--- config.mk ---
export PLATFORM = sky130hd
export DESIGN_NAME = lut_cfg_loader_flat
export DESIGN_NICKNAME = d
export VERILOG_FILES = /design/src/rtl/lut_cfg_if.sv /design/src/rtl/lut_cfg_loader.sv /design/src/flat_wrapper.sv
export SDC_FILE = /design/constraint.sdc
export NUM_CORES = 1
export LEC_CHECK = 0
export ABC_AREA = 1
export CAP_MARGIN = 20
export CELL_PAD_IN_SITES_DETAIL_PLACEMENT = 0
export CELL_PAD_IN_SITES_GLOBAL_PLACEMENT = 2
export CORE_UTILIZATION = 28
export CTS_CLUSTER_SIZE = 14
export DETAILED_ROUTE_END_ITERATION = 8
export PLACE_DENSITY_LB_ADDON = 0.1
export SYNTH_ARGS = -nofsm -noshare
export SYNTH_HDL_FRONTEND = slang
export SYNTH_SLANG_ARGS = --single-unit
--- constraint.sdc ---
create_clock -name clk -period 3.7 [get_ports clk]
set_input_delay 0.74 -clock clk [delete_from_list [all_inputs] [get_ports clk]]
set_output_delay 0.74 -clock clk [all_outputs]
set_load 0.02 [all_outputs]
--- src/rtl/lut_cfg_if.sv ---
// lut_cfg_if: configuration-word handshake between a word source and lut_cfg_loader.
//   cfg_data   - truth-table word to load (WIDTH bits)
//   cfg_valid  - cfg_data is valid
//   cfg_ready  - loader can accept a word
//   cfg_parity - even-parity bit for cfg_data (only with LUT_CFG_PARITY_EN defined)
// Modports: master = word source, slave = loader.
interface lut_cfg_if #(
  parameter int unsigned WIDTH = 8
);
  logic [WIDTH-1:0] cfg_data;
  logic             cfg_valid;
  logic             cfg_ready;
`ifdef LUT_CFG_PARITY_EN
  logic             cfg_parity;

  modport master (output cfg_data, output cfg_valid, output cfg_parity, input cfg_ready);
  modport slave  (input cfg_data, input cfg_valid, input cfg_parity, output cfg_ready);
`else
  modport master (output cfg_data, output cfg_valid, input cfg_ready);
  modport slave  (input cfg_data, input cfg_valid, output cfg_ready);
`endif
endinterface

--- src/rtl/lut_cfg_loader.sv ---
// lut_cfg_loader: serialises a WIDTH-bit truth-table word MSB first into a shift-loaded LUT.
// Optional feature macro: LUT_CFG_PARITY_EN (adds cfg_parity on the interface and the err port;
// words failing even parity are dropped and flagged with a one-cycle err pulse).
// Ports:
//   clk    - rising-edge clock
//   rst    - synchronous active-high reset
//   cfg    - lut_cfg_if slave: cfg_data / cfg_valid / cfg_ready (/ cfg_parity)
//   hold   - stalls the shift while high (only meaningful while shifting)
//   lut_s  - serial bit to the LUT shift input
//   lut_en - shift enable to the LUT
//   busy   - a load is in progress
//   done   - one-cycle pulse when a load completes
//   err    - one-cycle pulse on a parity-failed word (LUT_CFG_PARITY_EN only)
module lut_cfg_loader #(
  parameter int unsigned WIDTH = 8
) (
  input  logic      clk,
  input  logic      rst,
  lut_cfg_if.slave  cfg,
  input  logic      hold,
  output logic      lut_s,
  output logic      lut_en,
  output logic      busy,
  output logic      done
`ifdef LUT_CFG_PARITY_EN
  ,
  output logic      err
`endif
);

  localparam int unsigned CntW = (WIDTH > 1) ? $clog2(WIDTH) : 1;
  localparam logic [CntW-1:0] CntLast = CntW'(WIDTH - 1);

  typedef enum logic [1:0] {StIdle, StShift, StDone} state_e;

  state_e            state_q, state_d;
  logic [WIDTH-1:0]  sreg_q, sreg_d;
  logic [CntW-1:0]   cnt_q, cnt_d;
  logic              cfg_ready;
  logic              accept;
  logic              load_ok;

  assign accept = (state_q == StIdle) && cfg.cfg_valid;

`ifdef LUT_CFG_PARITY_EN
  logic parity_bad;
  logic err_q;

  // Even parity over data plus parity bit must be zero for a good word.
  assign parity_bad = ^{cfg.cfg_data, cfg.cfg_parity};
  assign load_ok    = accept && !parity_bad;
  assign err        = err_q;

  always_ff @(posedge clk) begin
    if (rst) begin
      err_q <= 1'b0;
    end else begin
      err_q <= accept && parity_bad;
    end
  end
`else
  assign load_ok = accept;
`endif

  assign cfg.cfg_ready = cfg_ready;
  assign lut_s         = sreg_q[WIDTH-1];

  always_comb begin
    state_d   = state_q;
    sreg_d    = sreg_q;
    cnt_d     = cnt_q;
    cfg_ready = 1'b0;
    busy      = 1'b0;
    done      = 1'b0;
    lut_en    = 1'b0;
    unique case (state_q)
      StIdle: begin
        cfg_ready = 1'b1;
        if (load_ok) begin
          sreg_d  = cfg.cfg_data;
          cnt_d   = '0;
          state_d = StShift;
        end
      end
      StShift: begin
        busy   = 1'b1;
        lut_en = !hold;
        if (!hold) begin
          sreg_d = {sreg_q[WIDTH-2:0], 1'b0};
          cnt_d  = cnt_q + 1'b1;
          if (cnt_q == CntLast) begin
            state_d = StDone;
          end
        end
      end
      StDone: begin
        busy    = 1'b1;
        done    = 1'b1;
        state_d = StIdle;
      end
      default: state_d = StIdle;
    endcase
  end

  always_ff @(posedge clk) begin
    if (rst) begin
      state_q <= StIdle;
      sreg_q  <= '0;
      cnt_q   <= '0;
    end else begin
      state_q <= state_d;
      sreg_q  <= sreg_d;
      cnt_q   <= cnt_d;
    end
  end

endmodule

--- src/flat_wrapper.sv ---
// flat-port wrapper written by rule: the top's interface ports become plain ports
module lut_cfg_loader_flat 
#(
  parameter int unsigned WIDTH = 8
)
  (clk, rst, hold, lut_s, lut_en, busy, done, cfg_cfg_data, cfg_cfg_valid, cfg_cfg_ready);
  lut_cfg_if #(.WIDTH(WIDTH)) cfg_i ();
  input  logic clk;
  input  logic rst;
  input  logic hold;
  output logic lut_s;
  output logic lut_en;
  output logic busy;
  output logic done;
  input wire logic [$bits(cfg_i.cfg_data)-1:0] cfg_cfg_data;
  input wire logic [$bits(cfg_i.cfg_valid)-1:0] cfg_cfg_valid;
  output wire logic [$bits(cfg_i.cfg_ready)-1:0] cfg_cfg_ready;
  assign cfg_i.cfg_data = cfg_cfg_data;
  assign cfg_i.cfg_valid = cfg_cfg_valid;
  assign cfg_cfg_ready = cfg_i.cfg_ready;
  lut_cfg_loader #(.WIDTH(WIDTH)) u_core (.clk(clk), .rst(rst), .cfg(cfg_i), .hold(hold), .lut_s(lut_s), .lut_en(lut_en), .busy(busy), .done(done));
endmodule
---- Yosys cells after proc, flatten, opt, wreduce, memory -nomap -nowiden ----
Index checks and enable logic that the tools add are counted.
W data, S select, Z words.
storage, ports and cells
  bits in registers ....................... 13
  bits in latches ......................... 0
  memory bits (writable) .................. 0
  ROM bits ................................ 0
  input port bits ......................... 12
  logic and storage cells ................. 31
  memories ................................ 0
cells by class
  $add $sub $neg .......................... 1
  multiply operators ...................... 0
  divide/modulo/power cells ............... 0
  magnitude comparators ................... 0
  eq/ne operators ......................... 6
  shifts and indexed selects .............. 0
  muxes and demuxes ....................... 14
  bitwise logic cells ..................... 0
  reduce and logical (&&, ||, !) cells .... 7
operator list
  kind                   count
  $mux W8                2
  $pmux W8 S2            1
  $mux W2                3
  $mux W3                2
  $pmux W3 S2            1
  $reduce_and A3 Y1      2
  $mux W1                4
  $ne A2 B1 Y1 const B   2
  $pmux W2 S2            1
  $add A3 B1 Y3 const B  1
  $eq A3 B3 Y1 const B   1
  $eq A2 B1 Y1 const B   1
  $eq A2 B2 Y1 const B   1
  $logic_not A2 Y1       1
  $ne A2 B2 Y1 const B   1
  $reduce_bool A2 Y1     1
  $reduce_or A2 Y1       1
  $logic_and A1 B1 Y1    1
  $logic_not A1 Y1       1

---- Depth between registers and ports, before layout ----
Gate-level depths: netlist of run 1.
  depth after elaboration ................. 4
  mapped depth ............................ 8

---- Worst setup path after synthesis of run 1 ----
Ideal clock, no wire load.
  path kind ............................... input to output
  start point ............................. in hold
  end point ............................... out lut_en
  arrival time ............................ 0.976 ns
  data required time ...................... 2.960 ns
  path slack .............................. 1.984 ns
  cell stages on the path ................. 1
  path buffers ............................ 0
  path through ............................ nor2_2
between the ends
  longest elaborated chain between the ends .. 2
RTL lines
  element           RTL line              text
  start, declared   flat_wrapper.sv:10    input logic hold;
  $logic_not A1 Y1  lut_cfg_loader.sv:87  lut_en = !hold;
  $mux W1           lut_cfg_loader.sv:76  unique case (state_q)
  end, declared     flat_wrapper.sv:12    output logic lut_en;
Every way passes these cells.

---- Worst setup path in the final report of run 1 ----
Same ends and word-level chain as after synthesis.

==> results of run 1 <==
final cells by class:
type                       count  area share
clock buffer                   4      0.0276
timing repair buffer          16       0.168
tap                           30      0.0395
sequential                    13       0.274
multi-input combinational     74       0.432
inverter                      15      0.0592
tightest hold or removal path: cells and delay by family (launching register included):
family,cells,cell delay [ns]
compound gates,1,0.05
flops,1,0.33
simple gates,1,0.06
sequential cells by signal, summed over array words and instances (netlist names):
register,cells
u_core.cnt_q,3
u_core.sreg_q,8
u_core.state_q,2
path summary, 6_finish.rpt:
path,from,to,cells after the start
setup / recovery,hold,lut_en,3
hold / removal,u_core.sreg_q[0],u_core.sreg_q[0],2
setup reg to reg,u_core.state_q[1],u_core.sreg_q[5],8
hold reg to reg,u_core.sreg_q[0],u_core.sreg_q[0],2
cell families (layout without fill, tap and decap cells):
group / after synthesis / after routing
and+or+nand+nor: 58 / 58
buffers and inverters: 17 / 35
DFF: 13 / 13
AOI/OAI and AO/OA: 11 / 11
adders and majority gates: 5 / 5
metal layers:
layer  global-route usage  share of wire  wire length [um]
met1                0.156           0.50               745
met2                0.187           0.46               689
met3               0.0254          0.026                38
met5                    0              0                 0
met4               0.0658          0.010                15
metrics by stage:
step,setup WS (ns),std cells
after floorplan,1.98,104
after global placement,1.00,148
after detailed placement,0.995,148
after CTS,0.957,152
after global routing,0.830,152
final,0.992,152
layout by cell type, fill, tap and decap left out, types with 3 or more instances in the layout:
master and n:
nand2_2 4, inv_1 13, ha_1 5, nand2_1 29, nor2_1 15, a21oi_1 5, nand3_1 3, clkdlybuf4s50_1 16
o21ai_2 6, dfxtp_1 13, clkbuf_4 3
report_power, final:
part / internal, mW / switching (mW)
sequential: 0.183 / 0.0156
combinational: 0.154 / 0.267
clock: 0.0417 / 0.0475
total: 0.379 / 0.330
==> run_results.csv, run 1 <==
group,metric,value,unit
clock_tree,htreeDepth,1,
clock_tree,clockBufferDepth,2,
die,die_area,2890,um^2
die,core,2500,um^2
die,die_w,53.7,um
route,wirelength,1490,um
yosys,synth_top_family_by_area,"simple AND/OR/NAND/NOR gates",
clock_tree,cts_tree,"built",
timing,worst_pin_slew,0.386,ns
critical_path,critPathTopFamily,"buffers and inverters",
run_status,status,"finished clean",
power,power.total,0.709,mW
yosys,synth.most_common_cell,"nand2_1",
timing,finalHoldWorstSlack,0.476,ns
global_routing,grt_pass1_wl,2450,um
power,p_per_area,745,nW/um^2
timing,slew_headroom,0.742,
yosys,ys_types,16,
yosys,yosysTopAreaCellShare,0.347,
global_routing,grt.total_usage,0.121,
yosys,synth-main-ff-cell,"dfxtp_1",
die,start_util,0.300,
critical_path,rrSetupSlack,2.13,ns
critical_path,slowest_stage,"clkdlybuf4s50_1",
clock_tree,cts_buffers,3,
clock_tree,post-cts-setup-buffers,0,
power,p_leak,0.442,nW
flow_run,maxCapViolCount,0,
yosys,avgSynthCellArea,7.21,um^2
route,via_count,661,
cells_and_area,drive_gt1_frac,0.156,
clock_tree,ctsResizeCount,0,
timing,finClkSkew,0.00260,ns
die,die_y,53.7,um
timing,hold_violations,0,
route,drcViolationCount,0,
critical_path,cp.required,2.96,ns
route,vias_per_cell,4.35,
clock_tree,ctsHoldBuffers,0,
timing,timing.fmax,369,MHz
cells_and_area,fill_cells,277,
timing,setup-tns-final,0,ns
global_routing,overflow,0,
yosys,muxShareOfSynthArea,0,
route,wire_per_inst,9.80,um
global_routing,antenna_found_initial,0,
cells_and_area,final-seq-area,260,um^2
clock_tree,insertion_delay,0.27,ns
critical_path,crit_buf_inv,2,
yosys,syn-num-nets,121,
global_routing,grt_pass1_vias,578,
yosys,async_flop_share,0,
timing,fin_crit_sh,0.732,
global_routing,grt_max_degree,19,
worst_hold_path,hp-class,"reg2reg",
yosys,yosysWarnings,0,
yosys,yosys.area.top_type,"dfxtp_1",
yosys,synth-seq-cells,13,
placed_design,hpwl,1080,um
timing,setup_violations,0,
placed_design,port_buffers,16,
timing,drv_slew,0,
clock_tree,path_clk_slew,0.08,ns
yosys,synth-simple-area-share,0.361,
yosys,yosys-top-cells-count,"29 x nand2_1, 15 x nor2_1, 13 x dfxtp_1, 13 x inv_1, 6 x o21ai_2",
route,antenna_left,0,
placed_design,globalplace.congestion,0.734,
cells_and_area,nNetsFinal,140,
yosys,postSynthCellCount,104,
die,io_pins,17,
route,drt_pre_antenna_iters,4,
yosys,synth-edff-count,0,
cells_and_area,fin_util,0.380,
yosys,synth_area_leaders,"dfxtp_1 35%, nand2_1 15%, ha_1 8.3%, nor2_1 7.5%, o21ai_2 7.0%",
critical_path,crit_path_frequent_cell,"clkdlybuf4s50_1",
die,rows,18,
critical_path,worstSetupPathType,"in2out",
placed_design,placed_area,925,um^2
critical_path,startpoint_type,"input port",
cells_and_area,final_area,951,um^2
yosys,syn_area,749,um^2
clock_tree,cts_root_buf,"clkbuf_4",
critical_path,slowest_delay,0.62,ns
critical_path,worstSetupEndpointType,"output pin",
cells_and_area,syn_to_final_growth,26.9,%
route,drt-initial-drc-count,15,
critical_path,critPathArrivalTime,1.97,ns
timing,fin_crit,2.71,ns
yosys,synth_seq_area_share,0.347,
clock_tree,cts_num_sinks,13,
yosys,synth-compound-area-share,0.104,
timing,rsz0062_at_grt,"false",
yosys,synthAdderAreaFrac,0.0835,
critical_path,path_cells,"clkdlybuf4s50_1 -> nor2_2 -> clkdlybuf4s50_1",
cells_and_area,diodes,0,
yosys,synthXorXnorAreaFrac,0,
critical_path,worstPathMaxFanout,3,
power,vdd_drop_max,392,uV
cells_and_area,multiInputGateArea,410,um^2
Power figures use the tool's default switching activity.
==> run 2, diff against run 1 <==
Settings changed: CORE_UTILIZATION 28 to 26.
Clock period 3.7 ns to 2.75 ns, I/O delays scaled along.
==> run 2 against run 1 <==
Compared with the run above:
- first-iteration DRC count unchanged
- sequential power up 35%
- wire length grew 1.9%
- critical path depth grew 2
- via count is 3.2% lower
- register-to-register slack got worse by 0.93 ns
- sequential share of layout area hardly changed
- clock skew is 0.0014 ns lower
- sequential cell count unchanged
- global-route usage is 0.45 points lower
- power grew 34%
- utilization down 3.2 points
==> run_results.csv, run 2 (synthesis results as in run 1) <==
group,metric,value,unit
clock_tree,cts_tree,"built",
critical_path,worstSetupPathType,"reg2out",
global_routing,grt_pass1_wl,2790,um
route,drcViolationCount,0,
global_routing,busiest_layer,"met2",
global_routing,antenna_found_initial,0,
cells_and_area,largest_register,"u_core.sreg_q",
timing,hold_violations,0,
route,antenna_left,0,
cells_and_area,diodes,0,
clock_tree,path_clk_slew,0.08,ns
timing,setup-tns-final,0,ns
critical_path,slowest_stage,"clkdlybuf4s50_1",
die,core,2730,um^2
route,drt_pre_antenna_iters,4,
critical_path,worstSetupEndpointType,"output pin",
cells_and_area,top_regs,"u_core.sreg_q (8), u_core.cnt_q (3), u_core.state_q (2)",
flow_run,maxCapViolCount,0,
clock_tree,ctsResizeCount,0,
critical_path,worstPathMaxFanout,17,
die,io_pins,17,
clock_tree,cts_num_sinks,13,
timing,slew_headroom,0.746,
cells_and_area,multiInputGateArea,410,um^2
clock_tree,cts_buffers,3,
cells_and_area,nNetsFinal,140,
clock_tree,clockBufferDepth,2,
die,die_y,55.7,um
worst_hold_path,hp-class,"reg2reg",
clock_tree,post-cts-setup-buffers,0,
timing,worst_pin_slew,0.381,ns
route,vias_per_cell,4.18,
cells_and_area,final_area,952,um^2
placed_design,hpwl,1070,um
clock_tree,ctsHoldBuffers,0,
global_routing,grt_max_degree,19,
cells_and_area,largest_reg_flops,8,
timing,timing.fmax,401,MHz
global_routing,met2_usage,0.179,
cells_and_area,layout_common_cells,"29 x nand2_1, 16 x clkdlybuf4s50_1, 15 x nor2_1",
global_routing,grt_pass1_vias,604,
timing,setup_violations,0,
critical_path,crit_end,"lut_en",
cells_and_area,final-seq-area,260,um^2
critical_path,slowest_delay,0.62,ns
timing,fin_crit,2.49,ns
critical_path,worstSetupStartpoint,"u_core.state_q[1]",
global_routing,grt.total_usage,0.117,
die,rows,19,
critical_path,startpoint_type,"flip-flop",
route,wire_per_inst,9.92,um
timing,rsz0062_at_grt,"false",
power,vdd_drop_max,549,uV
critical_path,r2r_start,"u_core.state_q[1]",
critical_path,worst-r2r-cell-count,8,
timing,finClkSkew,0.00119,ns
cells_and_area,syn_to_final_growth,27.0,%
route,wirelength,1520,um
global_routing,overflow,0,
cells_and_area,layout_commonest_cell,"nand2_1",
cells_and_area,drive_gt1_frac,0.156,
clock_tree,htreeDepth,1,
critical_path,timing.rr.end,"u_core.sreg_q[5]",
placed_design,port_buffers,16,
timing,drv_slew,0,
die,die_area,3100,um^2
die,die_w,55.7,um
placed_design,placed_area,926,um^2
timing,fin_crit_sh,0.907,
die,start_util,0.274,
run_status,status,"finished clean",
power,p_leak,0.442,nW
critical_path,cp.required,2.20,ns
critical_path,rrSetupSlack,1.20,ns
clock_tree,insertion_delay,0.28,ns
power,p_per_area,999,nW/um^2
critical_path,critPathArrivalTime,1.94,ns
cells_and_area,fill_cells,311,
global_routing,grt_util_met3,0.0465,
placed_design,globalplace.congestion,0.649,
critical_path,path_cells,"inv_1 -> ha_1 -> inv_2 -> nor2_2 -> clkdlybuf4s50_1",
global_routing,use_met1,0.148,
route,drt-initial-drc-count,15,
route,via_count,640,
clock_tree,cts_root_buf,"clkbuf_4",
[run 2: per-layer routing]
| layer | routed length [um] | part of all wire |
|---|---|---|
| met1 | 724 | 0.48 |
| met2 | 695 | 0.46 |
| met3 | 76 | 0.050 |
| met4 | 20 | 0.013 |
| met5 | 0 | 0 |
[run 2: final cells by class]
| class | count | share of cell area |
|---|---|---|
| clock buffer | 4 | 0.0276 |
| inverter | 15 | 0.0591 |
| multi-input combinational | 74 | 0.431 |
| sequential | 13 | 0.273 |
| tap | 31 | 0.0407 |
| timing repair buffer | 16 | 0.168 |
[run 2: how the worst min path moves through the flow]
| stage | slack, ns | startpoint | to | cells after the start |
|---|---|---|---|---|
| after floorplan | 0.44 | u_core.sreg_q[0] | u_core.sreg_q[0] | 2 |
| after global placement | 0.47 | u_core.cnt_q[2] | u_core.cnt_q[2] | 2 |
| after detailed placement | 0.47 | u_core.cnt_q[2] | u_core.cnt_q[2] | 2 |
| after CTS | 0.48 | u_core.cnt_q[2] | u_core.cnt_q[2] | 2 |
| after global routing | 0.50 | u_core.cnt_q[2] | u_core.cnt_q[2] | 2 |
| final | 0.48 | u_core.cnt_q[2] | u_core.cnt_q[2] | 2 |
[run 2: stage by stage]
| stage | hold WS (ns) | total power, mW | std cells | worst slack, ns | utilization |
|---|---|---|---|---|---|
| floorplan | 0.439 | 0.730 | 104 | 1.24 | - |
| global placement | 0.467 | 0.847 | 149 | 0.423 | 0.339 |
| detailed placement | 0.465 | 0.847 | 149 | 0.432 | 0.339 |
| CTS | 0.478 | 0.977 | 153 | 0.218 | 0.348 |
| global route | 0.502 | 1.05 | 153 | 0.100 | 0.348 |
| finish | 0.479 | 0.951 | 153 | 0.257 | 0.348 |
[run 2: worst max-delay path: cells and delay by family, from the launching register on]
kind                       cells  cell delay, ns
DFF                            1            0.32
buffers and inverters          3            0.91
adders and majority gates      1            0.26
and+or+nand+nor                1            0.17
[run 2: power by group]
part,switching [mW],internal (mW),total [mW]
Clock,0.0659,0.0563,0.122
Combinational,0.354,0.207,0.561
Sequential,0.0218,0.246,0.268
Total,0.442,0.510,0.951
